File: config.mk
export PLATFORM = sky130hd
export DESIGN_NAME = paddle_motion_controller
export DESIGN_NICKNAME = d
export VERILOG_FILES = /design/src/rtl/paddle_motion_controller.sv
export SDC_FILE = /design/constraint.sdc
export NUM_CORES = 1
export LEC_CHECK = 0
export BUFFER_PORTS_ARGS = -buffer_cell sky130_fd_sc_hd__buf_2
export CAP_MARGIN = 20
export CELL_PAD_IN_SITES_DETAIL_PLACEMENT = 0
export CELL_PAD_IN_SITES_GLOBAL_PLACEMENT = 1
export CORE_ASPECT_RATIO = 0.9
export CORE_MARGIN = 2
export CORE_UTILIZATION = 50
export CTS_BUF_LIST = sky130_fd_sc_hd__clkbuf_4
export CTS_CLUSTER_DIAMETER = 30
export DETAILED_ROUTE_END_ITERATION = 6
export HOLD_SLACK_MARGIN = 0.1
export PLACE_DENSITY_LB_ADDON = 0.2
export SYNTH_ARGS = -nofsm -noshare
export SYNTH_HDL_FRONTEND = slang
export SYNTH_SLANG_ARGS = --single-unit
File: constraint.sdc
create_clock -name clk -period 3.8 [get_ports clk]
set_clock_uncertainty 0.15 [all_clocks]
set_input_delay 0.76 -clock clk [delete_from_list [all_inputs] [get_ports clk]]
set_output_delay 0.76 -clock clk [all_outputs]
set_load 0.1 [all_outputs]
File: src/rtl/paddle_motion_controller.sv
// Two-player paddle stepping: key-strobe stretching, press/auto-repeat FSM and
// playfield clamping for the Pong paddles.

module paddle_channel #(
  parameter int Y_W          = 3,
  parameter int Y_MAX        = 7,
  parameter int PADDLE_LEN   = 3,
  parameter int INIT_Y       = 2,
  parameter int HOLD_WIN     = 4,
  parameter int REPEAT_DELAY = 20,
  parameter int REPEAT_RATE  = 8
) (
  input  logic           clk,
  input  logic           rst,
  input  logic           up,
  input  logic           down,
  input  logic           freeze,
  input  logic           center,
  output logic [Y_W-1:0] pos,
  output logic           moved
);
  localparam int MAX_TOP = Y_MAX - PADDLE_LEN + 1;
  localparam int HW_W    = $clog2(HOLD_WIN + 1);
  localparam int CNT_MAX = (REPEAT_DELAY > REPEAT_RATE) ? REPEAT_DELAY : REPEAT_RATE;
  localparam int CNT_W   = $clog2(CNT_MAX + 1);

  typedef enum logic [1:0] {IDLE, DELAY, REPEAT} state_t;

  state_t          state, state_nxt;
  logic [CNT_W-1:0] cnt, cnt_nxt;
  logic [HW_W-1:0] hold_cnt;
  logic            dir, act_dir, act_dir_nxt;  // 1 = down
  logic            sample, held, step;
  logic [Y_W-1:0]  pos_nxt;
  logic            moved_nxt;

  // Both keys at once cancel out and count as no sample.
  assign sample = up ^ down;
  assign held   = (hold_cnt != '0);

  always_ff @(posedge clk) begin
    if (rst) begin
      hold_cnt <= '0;
      dir      <= 1'b0;
    end else if (!freeze) begin
      if (sample) begin
        hold_cnt <= HW_W'(HOLD_WIN);
        dir      <= down;
      end else if (held) begin
        hold_cnt <= hold_cnt - HW_W'(1);
      end
    end
  end

  // State register
  always_ff @(posedge clk) begin
    if (rst) begin
      state   <= IDLE;
      cnt     <= '0;
      act_dir <= 1'b0;
    end else begin
      state   <= state_nxt;
      cnt     <= cnt_nxt;
      act_dir <= act_dir_nxt;
    end
  end

  // Next-state logic
  always_comb begin
    state_nxt   = state;
    cnt_nxt     = cnt + CNT_W'(1);
    act_dir_nxt = act_dir;
    step        = 1'b0;
    if (center || freeze || !held) begin
      state_nxt = IDLE;
      cnt_nxt   = '0;
    end else begin
      unique case (state)
        IDLE: begin
          step        = 1'b1;
          state_nxt   = DELAY;
          cnt_nxt     = '0;
          act_dir_nxt = dir;
        end
        DELAY, REPEAT: begin
          if (dir != act_dir) begin
            // reversal restarts the press cycle in the new direction
            step        = 1'b1;
            state_nxt   = DELAY;
            cnt_nxt     = '0;
            act_dir_nxt = dir;
          end else if (state == DELAY && cnt == CNT_W'(REPEAT_DELAY - 1)) begin
            step      = 1'b1;
            state_nxt = REPEAT;
            cnt_nxt   = '0;
          end else if (state == REPEAT && cnt == CNT_W'(REPEAT_RATE - 1)) begin
            step    = 1'b1;
            cnt_nxt = '0;
          end
        end
        default: begin
          state_nxt = IDLE;
          cnt_nxt   = '0;
        end
      endcase
    end
  end

  // Output logic: clamped step target and change flag
  always_comb begin
    pos_nxt = pos;
    if (step) begin
      if (dir)
        pos_nxt = (pos < Y_W'(MAX_TOP)) ? pos + Y_W'(1) : pos;
      else
        pos_nxt = (pos != '0) ? pos - Y_W'(1) : pos;
    end
    moved_nxt = (pos_nxt != pos);
  end

  always_ff @(posedge clk) begin
    if (rst || center) begin
      pos   <= Y_W'(INIT_Y);
      moved <= 1'b0;
    end else begin
      pos   <= pos_nxt;
      moved <= moved_nxt;
    end
  end
endmodule

module paddle_motion_controller #(
  parameter int Y_W          = 3,
  parameter int Y_MAX        = 7,
  parameter int PADDLE_LEN   = 3,
  parameter int INIT_Y       = 2,
  parameter int HOLD_WIN     = 4,
  parameter int REPEAT_DELAY = 20,
  parameter int REPEAT_RATE  = 8
) (
  input  logic           clk,
  input  logic           rst,
  input  logic           up1,
  input  logic           down1,
  input  logic           up2,
  input  logic           down2,
  input  logic           freeze,
  input  logic           center,
  output logic [Y_W-1:0] pad1_y,
  output logic [Y_W-1:0] pad2_y,
  output logic           moved1,
  output logic           moved2
);
  localparam int NUM_CH = 2;

  logic [NUM_CH-1:0]          up_v, down_v, moved_v;
  logic [NUM_CH-1:0][Y_W-1:0] pos_v;

  assign up_v   = {up2, up1};
  assign down_v = {down2, down1};

  for (genvar g = 0; g < NUM_CH; g++) begin : g_ch
    paddle_channel #(
      .Y_W(Y_W), .Y_MAX(Y_MAX), .PADDLE_LEN(PADDLE_LEN), .INIT_Y(INIT_Y),
      .HOLD_WIN(HOLD_WIN), .REPEAT_DELAY(REPEAT_DELAY), .REPEAT_RATE(REPEAT_RATE)
    ) u_ch (
      .clk(clk), .rst(rst), .up(up_v[g]), .down(down_v[g]),
      .freeze(freeze), .center(center), .pos(pos_v[g]), .moved(moved_v[g])
    );
  end

  assign pad1_y = pos_v[0];
  assign pad2_y = pos_v[1];
  assign moved1 = moved_v[0];
  assign moved2 = moved_v[1];
endmodule

### Yosys cells after proc, flatten, opt, wreduce, memory -nomap -nowiden

Cells that the tools add are included.

* bits in registers: 32
* bits of input ports: 8
* output and inout port bits: 8
* word-level logic and storage cells: 111

* $add $sub $neg: 8
* $lt $le $gt $ge: 2
* equality and inequality tests: 16
* mux-type cells: 32
* bitwise gates (word level): 7
* reductions and logical operators: 32

Operators by type and width (number)
* $mux 3: 12
* $reduce_bool 3->1: 4
* $reduce_or 6->1: 2
* $sub 3x1->3 const B: 4
* $add 5x1->5 const B: 2
* $eq 5x3->1 const B: 2
* $eq 5x5->1 const B: 2
* $mux 1: 10
* $mux 2: 4
* $pmux 1 s2: 4
* $pmux 2 s2: 2
* $reduce_and 2->1: 4
* $reduce_bool 2->1: 4
* $reduce_or 2->1: 4
* $add 3x1->3 const B: 2
* $lt 3x3->1 const B: 2
* $ne 3x1->1 const B: 2
* $ne 3x3->1: 2
* $reduce_and 3->1: 2
* $not 1->1: 5
* $eq 2x1->1 const B: 2
* $eq 2x2->1 const B: 2
* $logic_and 1x1->1: 4
* $logic_not 2->1: 2
* 5 further kinds: 12

### Longest topological paths before layout

Gate-level depths: netlist of run 1.

* depth after elaboration: 9
* mapped depth: 8
* mapped depth without buffers: 8

### Modules after synthesis

A second synthesis of run 1 with hierarchy kept.

* cells, all modules: 220
* area, all modules: 1901.8 µm²

Modules (own cells, without submodules)
* paddle_channel: times used 2, cells an instance 110, area each 950.9 µm², seq. area each 320.3 µm²

### Least setup slack after synthesis of run 1

Ideal clock, no wire load.

* path kind: reg-to-reg
* start point: register g_ch[0].u_ch.pos[0]
* end point: register g_ch[0].u_ch.pos[1]
* library setup time: 122 ps
* arrival: 2115 ps
* data required time: 3528 ps
* path slack: 1413 ps
* cell stages (with the launch flop): 8
* path buffers: 0
* clock period less this slack: 2387 ps
* cell sequence: dfxtp_1 -> inv_1 -> ha_1 -> nand2b_1 -> o21ai_2 -> a21oi_2 -> nand2_1 -> a221o_1

* word-level cells in the longest chain between the ends: 4

Ends and longest elaborated chain
* from (decl): RTL line 19 `output logic [Y_W-1:0] pos,`
* from (signal assigned): RTL line 123 `pos <= Y_W'(INIT_Y);`
* from (signal assigned): RTL line 126 `pos <= pos_nxt;`
* $sub 3x1->3 (tied with other cells): RTL line 116 `pos_nxt = (pos != '0) ? pos - Y_W'(1) : pos;`
* $mux 3 (on tied branches): RTL line 116, 114
* $mux 3 *: RTL line 113 `if (dir)`
* $mux 3 *: RTL line 112 `if (step) begin`

Mark *: on every way between the ends. The rest lies on a longest branch, timed or not.
A chain may end at the register's enable or synchronous reset.

### Worst setup path in the final report of run 1

* start point: register g_ch[1].u_ch.pos[2]
* end point: output pad2_y[2]

RTL lines
* from (decl): RTL line 19
* from (signal assigned): RTL line 123
* from (signal assigned): RTL line 126
* to (decl): RTL line 150 `output logic [Y_W-1:0] pad2_y,`

No word-level cell between the ends.

==> results by group, run 1 <==
Status
  – Outcome: finished clean

Critical path
  – Worst r2r dst: g_ch[0].u_ch.pos[1]
  – CP endpoint kind: output pin
  – Reg2Reg Depth: 8
  – Worst EP required: between 2 and 3 ns
  – Slowest stage delay, CP: 0.49 ns
  – Critical R2R Launch: g_ch[0].u_ch.hold_cnt[0]
  – Critical path class: flop to output pin
  – Family with the most delay on the worst path: flip-flops
  – CP Cell Sequence: buf_2
  – CP bufs+invs: 1
  – Slowest CP cell: dfxtp_1
  – Critical Path Start Type: flop
  – Reg2reg setup slack: around 1.7 ns
  – WP data arrival: 1.31 ns
  – Crit Path Max Fanout: 10

Placed design
  – PortBufs: 15
  – Detailed Place HPWL: 2.663 mm
  – Area after DPL: roughly 0.0020 mm^2
  – Placed cells: 280
  – Pre-CTS setup slack: 1.534 ns
  – Routability cong.: between 0.7 and 0.8

Clocking
  – CTS root buf: clkbuf_4
  – Setup bufs post-CTS: 0
  – Worst-path clk slew: ~0.1 ns
  – H-tree depth: 2
  – Sinks on Clock Net: 32
  – Post-CTS resize count: 0
  – Largest buffer count on any clock path: 2
  – CTS tree: built
  – Hold_buf cts: 0
  – Num CTS Buffers: 5
  – Clk Latency, worst-skew pair: 0.33 ns

Yosys
  – Ys Warns: 0
  – Synth top area cells: dfxtp_1, ha_1, nor2_1
  – Syn nets: 253
  – #FFs+latches synth: 32
  – Synth Instances: ~230
  – Area leader, netlist: dfxtp_1
  – Yosys cell types: 45
  – Sequential area share after synthesis: 33.97%
  – Avg Inst Size Synth: 8.380 um^2
  – Async set or reset register ratio after synthesis: 0%
  – Post-synth EDFFs: 0
  – Yosys top cell area share: around 34%
  – Top_reg_cell synth: dfxtp_1
  – Mapped Area: 0.001886 mm^2

Die
  – Die width: roughly 70 um
  – Area of the die: 0.004279 mm^2
  – CORE AREA: 0.003679 mm^2
  – Std cell rows: 21
  – Die Y: 62.26 um
  – Initial core utilization: 51.26%
  – Io pins: 16

Cells and area
  – Fin nets: around 270
  – Share of post-route cells with drive strength above 1: between 10% and 20%
  – Final Util: about 55%
  – Fin area: 0.002039 mm^2
  – Sequential cell area: 640.6 um^2
  – Multi-input gate area: between 0.001 and 0.0015 mm^2
  – Number of diodes: 0
  – Post-Layout Cell Count: 287
  – Fillers: about 350
  – Area growth from synthesis to layout: 8.162%

Global routing
  – GR met3 Demand/Resource: 5.254%
  – GR Layer Usage met2: a little under a third
  – Pin count of the biggest net entering global routing: 16
  – Most Crowded Layer GR: met2
  – Met1 Usage GRT: 22.99%
  – GRT Overall Usage: 18.75%
  – Vias in the first global route: 1,496
  – GRT Residual Overflow: 0
  – First-pass GRT wire length: 6.203 mm
  – Initial antenna violation count: 0

Timing
  – Endpoints failing hold: 0
  – Hold slack: ~0.30 ns
  – Fin. max-slew vios: 0
  – Final period util: 58.47%
  – Setup ws final: about 1.6 ns
  – Slew margin rel.: 67.83%
  – Worst-Margin Slew: a little under 0.5 ns
  – Final setup viols: 0
  – Unrepaired setup endpoints after global routing: no
  – Period minus WS final: 2.222 ns
  – Max Freq: ~450 MHz
  – Setup TNS Final: 0 ns

Power and ir drop
  – Clock Power Share: between 20% and 30%
  – Comb pwr share: 14.7%
  – Power density relative to cell area: 306.5 mW/mm^2
  – Net Sw Frac: about 29%
  – LEAKAGE: 0.8147 nW
  – Switch Pwr: 182.7 uW
  – Pint: 442.5 uW
  – Sequential power share: 56.7%
  – Power Total: 625.1 uW
  – Worst vdd ir: 209.5 uV

Drt
  – Via Count: between 1.5k and 2k
  – DRC viols: 0
  – Routed WL: ~3.5 mm
  – Final ANT Viol Nets: 0
  – Drt via density: about 5.4
  – Iter 0 DRT Violations: 32
  – Drt first pass iters: 4
  – Routed WL per cell: 12.21 um

Hold path
  – Hold Crit Depth: 1
  – Worst hold path class: flop to flop
  – Hold Path Origin: g_ch[0].u_ch.cnt[0]
  – Hold EP: g_ch[0].u_ch.cnt[0]

Run
  – Maximum capacitance violations: 0
-- synth_stat cells, drive strengths merged (3+ instances only) --
library cell / n
xnor2: 7
o21ai: 10
inv: 23
nand3: 8
nor2: 39
xor2: 4
nor4: 6
a21o: 3
nand2: 9
o22ai: 3
a211oi: 3
a21oi: 15
nor2b: 4
dfxtp: 32
ha: 20
nand2b: 5
mux2i: 3
nand3b: 3
clkbuf: 4
-- layout make-up --
cell class / count / share of cell area [%]
clock buffers: 5 / 1.840
clock inverters: 2 / 0.3681
inverters: 23 / 4.233
multi-input cells: 164 / 55.64
flip-flops and latches: 32 / 31.41
well taps: 46 / 2.822
repair buffers: 15 / 3.681
-- layout by cell type (no fill, tap or decap), types with 4 or more instances in the layout --
cell type	count
buf_2	15
ha_1	20
nand3_1	8
xnor2_1	7
nand2b_1	5
nor2b_1	4
o21ai_0	8
nor4_1	4
clkbuf_4	5
a21oi_1	14
nor2_1	39
dfxtp_1	32
nand2_1	9
xor2_1	4
inv_1	23
-- per-layer routing --
metal	routed length [um]	vias up	part of all wire (%)
li1	-	797	-
met3	131	7	3.7
met1	1735	716	50
met5	0	-	0
met2	1572	21	45
met4	65	0	1.9
-- registers in the layout, indices dropped and copies added, names as in the netlist --
signal,flops
g_ch.u_ch.cnt,10
g_ch.u_ch.act_dir,2
g_ch.u_ch.moved,2
g_ch.u_ch.state,4
g_ch.u_ch.hold_cnt,6
g_ch.u_ch.dir,2
g_ch.u_ch.pos,6
-- power groups by stage --
stage                     sequential [mW]  combinational (mW)  clock (mW)
final                               0.355              0.0922       0.178
after global routing                0.357               0.105       0.200
after CTS                           0.355              0.0925       0.185
after detailed placement            0.362              0.0916           0
after global placement              0.362              0.0885           0
after floorplan                     0.369              0.0643           0
-- kinds of logic (layout without fill, tap and decap cells) --
family          Yosys count  in the layout  synth area share [%]
buf+inv                  29             45                 5.839
compound gates           49             49                 17.85
mux                       4              4                 2.787
xor+xnor                 11             11                 5.109
flops                    32             32                 33.97
fa+ha+maj                20             20                 13.27
simple gates             80             80                 21.17
-- worst max path at each step --
stage | to | depth (start not counted) | slack, ns | from
floorplan | g_ch[0].u_ch.pos[1] | 7 | 1.41 | g_ch[0].u_ch.pos[0]
global placement | g_ch[0].u_ch.pos[1] | 6 | 1.58 | freeze
detailed placement | g_ch[0].u_ch.pos[1] | 6 | 1.53 | freeze
CTS | pad2_y[2] | 1 | 1.57 | g_ch[1].u_ch.pos[2]
global route | pad2_y[2] | 1 | 1.50 | g_ch[1].u_ch.pos[2]
finish | pad2_y[2] | 1 | 1.58 | g_ch[1].u_ch.pos[2]
(Power assumes the default switching activity.)
==> run 2, diff against run 1 <==
CORE_UTILIZATION = 46   (was 50)
clock period = 2.05 ns   (was 3.8 ns; I/O delays follow)
==> run 2 against run 1 <==
First-iteration DRC count increased by 140%; sequential share of layout area shrank 1.0 points; cell count grew 2.8%; hold slack worse by 0.11 ns; clock power up 97%; flip-flop and latch count did not move; non-clock buffer count up 5; largest cell class unchanged; largest power group unchanged.
==> results by group, run 2 (synthesized netlist as in run 1, its figures left out) <==
Status
  – Outcome: finished clean

Cells and area
  – Reg with most FFs: g_ch.u_ch.cnt
  – Fin area: 0.002142 mm^2
  – Fin nets: between 200 and 300
  – Most common cell after layout, fill and taps aside: nor2_1
  – Fillers: 378
  – Max reg flops: 10
  – Area growth from synthesis to layout: 13.60%
  – Post-Layout Cell Count: 295
  – Commonest non-fill, non-tap cells in the layout: nor2_1, dfxtp_1, inv_1, ha_1, buf_2
  – Largest regs: g_ch.u_ch.cnt (10), g_ch.u_ch.hold_cnt (6), g_ch.u_ch.pos (6)
  – Share of post-route cells with drive strength above 1: just under 20%
  – Final Util: 53.30%
  – Number of diodes: 0

Placed design
  – Routability cong.: 0.7850
  – Detailed Place HPWL: 2.442 mm
  – Placed cells: 286
  – PortBufs: 15
  – Area after DPL: 0.002034 mm^2

Drt
  – Routed WL: 3.275 mm
  – Drt via density: 5.098
  – Final ANT Viol Nets: 0
  – Routed WL per cell: 11.10 um
  – Drt first pass iters: 4
  – Via Count: about 1.5k
  – Iter 0 DRT Violations: between 70 and 80
  – DRC viols: 0

Critical path
  – Worst EP required: 2.13 ns
  – WP data arrival: 2.01 ns
  – CP endpoint kind: flop
  – CP dominant cell by count: ha_4
  – Critical path class: flop to flop
  – Slowest CP cell: dfxtp_2
  – Slowest stage delay, CP: 0.36 ns
  – Critical Path Start Type: flop
  – CP Cell Sequence: inv_2 -> ha_4 -> ha_4 -> nor4_4 -> o21ai_2 -> a21oi_2 -> nand2_1 -> a221o_1
  – Crit Path Max Fanout: 3

Global routing
  – GRT Overall Usage: 15.36%
  – Initial antenna violation count: 0
  – Vias in the first global route: 1,330
  – GRT Residual Overflow: 0
  – First-pass GRT wire length: 5.630 mm
  – Pin count of the biggest net entering global routing: 15

Power and ir drop
  – LEAKAGE: 0.8523 nW
  – Worst vdd ir: approximately 280 uV
  – Power density relative to cell area: 563.6 mW/mm^2

Clocking
  – CTS tree: built
  – Worst-path clk slew: 0.11 ns
  – Clk Latency, worst-skew pair: about 0.34 ns
  – CTS root buf: clkbuf_4
  – Num CTS Buffers: 5
  – Largest buffer count on any clock path: 2
  – Hold_buf cts: 0
  – H-tree depth: 2
  – Sinks on Clock Net: 32

Die
  – CORE AREA: 0.004019 mm^2
  – Die width: 71.49 um
  – Std cell rows: 22
  – Io pins: 16
  – Die Y: 64.74 um
  – Initial core utilization: a little under half
  – Area of the die: 0.004628 mm^2

Timing
  – Slew margin rel.: between 60% and 70%
  – Worst-Margin Slew: 0.5149 ns
  – Fin. max-slew vios: 0
  – Final setup viols: 0
  – Final period util: a little over nine tenths
  – Endpoints failing hold: 0
  – Max Freq: 518.8 MHz
  – Period minus WS final: 1.927 ns

Hold path
  – Worst hold path class: input pin to flop

Run
  – Maximum capacitance violations: 0
## run 2: cell count changes in the layout (fill, tap and decap cells not counted), sizes merged
cell    change
clkinv      +1
buf         +5
## run 2: final cells by class
| class | instances | area (um^2) | share of cell area [%] |
|---|---|---|---|
| Clock inverter | 3 | 13.76 | 0.6425 |
| Clock buffer | 5 | 37.54 | 1.752 |
| Inverter | 23 | 86.33 | 4.030 |
| Timing Repair Buffer | 20 | 112.6 | 5.257 |
| Multi-Input combinational cell | 164 | 1181 | 55.14 |
| Sequential cell | 32 | 650.6 | 30.37 |
| Tap cell | 48 | 60.06 | 2.804 |
## run 2: where the power goes
part	switching [mW]	internal (mW)	total [mW]
clock network	0.225	0.126	0.350
logic	0.123	0.0822	0.206
registers	0.0125	0.639	0.651
total	0.361	0.847	1.21
## run 2: repair_timing
item / 4_1_cts / 5_1_grt
buffers inserted: 0 / 1
resized for setup: 0 / 11
setup endpoints to repair: 0 / 14
## run 2: routing by layer
| layer | global-route usage, % | vias to the layer above | wire length [um] |
|---|---|---|---|
| li1 | - | 812 | - |
| met1 | 19.56 | 665 | 1707 |
| met2 | 23.50 | 19 | 1375 |
| met3 | 4.510 | 8 | 129 |
| met4 | 7.783 | 0 | 62 |
| met5 | 0 | - | 0 |
## run 2: worst paths after layout
path                                                from                  end  slack [ns]  cells past startpoint
worst min register to register       g_ch[1].u_ch.cnt[0]  g_ch[1].u_ch.cnt[0]        0.31                      1
worst max-delay path            g_ch[0].u_ch.hold_cnt[0]  g_ch[0].u_ch.pos[1]        0.12                      8
worst max register to register  g_ch[0].u_ch.hold_cnt[0]  g_ch[0].u_ch.pos[1]        0.12                      8
worst min-delay path                               down1     g_ch[0].u_ch.dir        0.19                      3
## run 2: through the flow
| step | setup slack, ns | power [mW] | hold WS [ns] | TNS [ns] |
|---|---|---|---|---|
| after global placement | 0.07941 | 0.8521 | 0.2823 | 0 |
| after detailed placement | 0.06140 | 0.8522 | 0.2875 | 0 |
| after global routing | -0.01791 | 1.288 | 0.1717 | -0.01791 |
| after CTS | 0.03079 | 1.205 | 0.1750 | 0 |
| after floorplan | 0.04200 | 0.8030 | 0.2679 | 0 |
| final | 0.1226 | 1.207 | 0.1949 | 0 |
## run 2: worst max-delay path: cells and delay by family (launching register included)
kind	cells	cell delay [ns]
flops	1	0.36
buf+inv	1	0.04
simple gates	2	0.40
compound gates	3	0.56
fa+ha+maj	2	0.31
